**src/rtl/tgl_pkg.sv**
```systemverilog
// tgl_pkg: shared constants, types and helpers for the toggle handshake receiver
package tgl_pkg;

    localparam int TGL_SYNC_DEFAULT = 2;

    typedef logic [15:0] tgl_total_t;

    function automatic int tgl_max(int w);
        return (1 << w) - 1;
    endfunction

endpackage

```
**src/rtl/tgl_sync.sv**
```systemverilog
// tgl_sync: multi-flop synchroniser chain for one asynchronous input bit
module tgl_sync #(
    parameter int STAGES = 2
) (
    input  logic clk,
    input  logic reset,
    input  logic d,
    output logic q
);

    logic [STAGES-1:0] chain;

    // shift the raw input through the chain, cleared to 0 by reset
    always_ff @(posedge clk or posedge reset)
        if (reset) chain <= '0;
        else       chain <= {chain[STAGES-2:0], d};

    assign q = chain[STAGES-1];

endmodule

```
**src/rtl/toggle_handshake_responder.sv**
```systemverilog
// toggle_handshake_responder: toggle-event receiver with pending counter and ack toggle; optional evt_total via TGL_RX_EVT_TOTAL_EN
module toggle_handshake_responder
    import tgl_pkg::*;
#(
    parameter int SYNC_STAGES = TGL_SYNC_DEFAULT,
    parameter int CNT_W       = 4
) (
    input  logic             clk,
    input  logic             reset,
    input  logic             req_tgl,
    output logic             evt_valid,
    input  logic             evt_ready,
    output logic             ack_tgl,
    output logic [CNT_W-1:0] pending,
    output logic             overflow,
    input  logic             ovf_clr
`ifdef TGL_RX_EVT_TOTAL_EN
    ,
    output logic [15:0]      evt_total
`endif
);

    localparam logic [CNT_W-1:0] MAX = CNT_W'(tgl_max(CNT_W));

    logic sync_out, req_prev;
    logic evt_in, accept, grow, shrink, drop;

    tgl_sync #(.STAGES(SYNC_STAGES)) u_sync (
        .clk   (clk),
        .reset (reset),
        .d     (req_tgl),
        .q     (sync_out)
    );

    assign evt_valid = pending != '0;
    assign evt_in    = sync_out ^ req_prev;
    assign accept    = evt_valid && evt_ready;
    assign grow      = evt_in && !accept;
    assign shrink    = accept && !evt_in;
    assign drop      = grow && pending == MAX;

    // edge history, pending count, sticky overflow and the returned ack toggle
    always_ff @(posedge clk or posedge reset)
        if (reset) begin
            req_prev <= 1'b0;
            pending  <= '0;
            overflow <= 1'b0;
            ack_tgl  <= 1'b0;
        end else begin
            req_prev <= sync_out;
            if (grow && !drop) pending <= pending + 1'b1;
            else if (shrink)   pending <= pending - 1'b1;
            overflow <= drop || (overflow && !ovf_clr);
            if (accept) ack_tgl <= ~ack_tgl;
        end

`ifdef TGL_RX_EVT_TOTAL_EN
    // free-running count of every detected edge, dropped ones included
    always_ff @(posedge clk or posedge reset)
        if (reset)       evt_total <= '0;
        else if (evt_in) evt_total <= evt_total + 16'd1;
`endif

endmodule

```
**config.mk**
```make
export PLATFORM = sky130hd
export DESIGN_NAME = toggle_handshake_responder
export DESIGN_NICKNAME = d
export VERILOG_FILES = /design/src/rtl/tgl_pkg.sv /design/src/rtl/tgl_sync.sv /design/src/rtl/toggle_handshake_responder.sv
export SDC_FILE = /design/constraint.sdc
export NUM_CORES = 1
export LEC_CHECK = 0
export CAP_MARGIN = 30
export CORE_AREA = 10 10 47 49
export DETAILED_ROUTE_END_ITERATION = 8
export DIE_AREA = 0 0 57 59
export GPL_TIMING_DRIVEN = 1
export PLACE_DENSITY_LB_ADDON = 0.3
export RECOVER_POWER = 100
export SYNTH_ARGS = -nofsm -noshare
export SYNTH_HDL_FRONTEND = slang
export SYNTH_SLANG_ARGS = --single-unit
export TNS_END_PERCENT = 100
```
**constraint.sdc**
```tcl
create_clock -name clk -period 2.3 [get_ports clk]
set_input_delay 0.69 -clock clk [delete_from_list [all_inputs] [get_ports clk]]
set_output_delay 0.69 -clock clk [all_outputs]
set_load 0.01 [all_outputs]
```
==> results.cfg <==
[global_route]
grt_pass1_vias = 356
grt_max_degree = 10
grt_use_total_pct = 6.24
grt-ovfl-total = 0
grt_pass1_wl_um = 1610
antenna_found_initial = 0

[floorplan]
die_area_mm2 = 0.00336
die_w_um = 57
coreArea_mm2 = 0.00140
pin_count = 12
start_util_pct = 32.9
num_rows = 14
die_h_um = 59

[pwr]
switching_share_pct = 36.8
total_leakage_power_nw = 0.277
p_int_w = 0.000491
combPwrFrac_pct = 49.2
ir_worst_vdd_mv = 0.427
powerDensity_mw_per_mm2 = 1200
power_frac_clock_pct = 15.9
power_switching_w = 0.000286
pwr-share-seq_pct = 34.9

[timing]
finalCritPeriodShare_pct = 94.8
finalClockSkew_ps = 0.870
setup_tns_ps = 0
fmax_mhz = 459
slew_headroom_pct = 73.0
hold_viol_final = 0
setup_viol = 0
rsz0062_at_grt = false
min_period_ps = 2180
timing.hold.ws_ps = 351
final-max-slew-violation-count = 0
worstMarginPinSlew_ps = 401

[synthesis]
seq_area_frac_synth_pct = 48.9
ys_warn_count = 0
synth_area_leaders = dfrtp_1, o41ai_4, xnor2_1
syn_nets = 44
syn-instance-count = 36
postSynthAreaPerCell_um2 = 12.8
yosys.area.top_type_share_pct = 48.9
ys_ff_latch = 9
synth.largest_area_cell = dfrtp_1
yosysUniqueCellTypes = 18
synthesis.area_um2 = 460

[finish]
final_cell_area_um2 = 647
diodes = 0
drive_gt1_share_pct = 21.1
multi_input_area_um2 = 216
nFillCells = 136
regArea_um2 = 226
final_cells = 73
syn2layout_area_growth_pct = 40.5
final_nets = 66

[route]
via_per_inst = 4.45
num_vias = 325
ant_nets = 0
drt_iter0_drc = 3
drt-total-wl_um = 915
drc = 0
wl_per_cell_um = 12.5
drt_pass1_iterations = 3

[cts]
cts_sinks = 9
clock_path_buffers = 2
cts_root_buffer = clkbuf_4
worstSkewPairLatency_ps = 260
path_clk_slew_ps = 60
cts_resized = 2
numCtsBuffers = 3
post_cts_buffers = 0
htreeDepth = 1
cts_tree = built
hold_buffers = 0

[setup_path]
worst_path_max_delay_cell = or4_1
worstSetupStartpointType = register
endpoint_kind = output port
crit_path_max_fanout = 5
path_cells = or4_1 -> dlygate4sd2_1
cp.arrival_ps = 1490
path_class = register to output port
required_ps = 1610
slowest_delay_ps = 500

[hold_path]
hold_class = register to register

[place]
hpwlAfterDp_um = 748
place_area_um2 = 636
gp_congestion = 0.698
io_buffers = 11
dp.cells = 69

[run]
maxCapViolCount = 0

[status]
status = complete, no violations
-- layer usage --
layer	GRT usage, %	wire [um]	up-vias
met4	4.03	0	0
met1	6.59	428	149
met5	0	0	-
met2	8.84	393	10
li1	-	-	166
met3	4.29	93	0
-- flip-flops by register name, summed over array words and instances (netlist names) --
signal,cells
u_sync.chain,2
overflow,1
req_prev,1
ack_tgl,1
pending,4
-- cell usage in the layout, fill, tap and decap left out, drive strengths merged, types with 2 or more instances in the layout --
master	instances
a21oi	3
buf	4
clkbuf	6
clkdlybuf4s50	2
dfrtp	9
dlygate4sd3	8
ha	2
inv	2
nand2	2
nor2	3
xnor2	3
xor2	3
-- cell families (layout without fill, tap and decap cells) --
group,after synthesis,after routing,share of synthesized area [%]
AND/OR/NAND/NOR,9,9,12.2
AO/OA/AOI/OAI,6,6,12.2
buffers and inverters,2,23,1.63
flip-flops,9,9,48.9
adder cells (fa/ha/maj),3,3,9.78
multiplexers,1,1,2.17
XOR/XNOR,6,6,13.0
-- stage by stage --
step	total power (W)	util (%)	worst slack, ps
2_1_floorplan	0.000489	-	108
3_3_place_gp	0.000697	45.4	-121
3_5_place_dp	0.000703	45.4	-126
4_1_cts	0.000832	47.2	77.4
5_1_grt	0.000848	46.2	60.5
6_report	0.000776	46.2	121
-- area by class of cell --
type                    count  area share (%)
multi-input cells          25            33.5
clock buffers               4            4.06
inverters                   2            1.16
flip-flops and latches      9            35.0
repair buffers             17            23.2
well taps                  16            3.09
-- cell usage after synthesis --
cell type,instances
xnor2_1,3
mux2i_1,1
or2_1,1
nand2_1,2
a21oi_1,3
inv_1,2
nor2_1,3
nand3_4,1
dfrtp_1,9
xor2_2,1
a21o_1,1
o41ai_4,1
ha_1,2
fa_1,1
or4_1,1
nand4_1,1
xor2_1,2
o22ai_1,1
-- critical path, delay by kind of cell, from the launching register on --
kind | cells | cell delay [ps]
buffers and inverters | 1 | 300
flip-flops | 1 | 440
AND/OR/NAND/NOR | 1 | 500
-- final timing paths --
kind	from	end	slack, ps	cells after the start
setup / recovery	pending[3]	evt_valid	120	2
hold / removal	u_sync.chain[0]	u_sync.chain[1]	350	0
setup reg to reg	pending[3]	pending[3]	210	7
hold reg to reg	u_sync.chain[0]	u_sync.chain[1]	350	0
max in group asynchronous	reset	pending[3]	1200	2
min in group asynchronous	reset	u_sync.chain[1]	820	2
-- power groups by stage --
stage | Combinational, W | Sequential (W) | Clock [W]
after detailed placement | 0.000415 | 0.000287 | 0
after CTS | 0.000416 | 0.000286 | 0.000131
after global placement | 0.000410 | 0.000287 | 0
final | 0.000382 | 0.000271 | 0.000123
after floorplan | 0.000174 | 0.000314 | 0
after global routing | 0.000433 | 0.000281 | 0.000135
No activity file was read; power rests on OpenSTA's default activity.
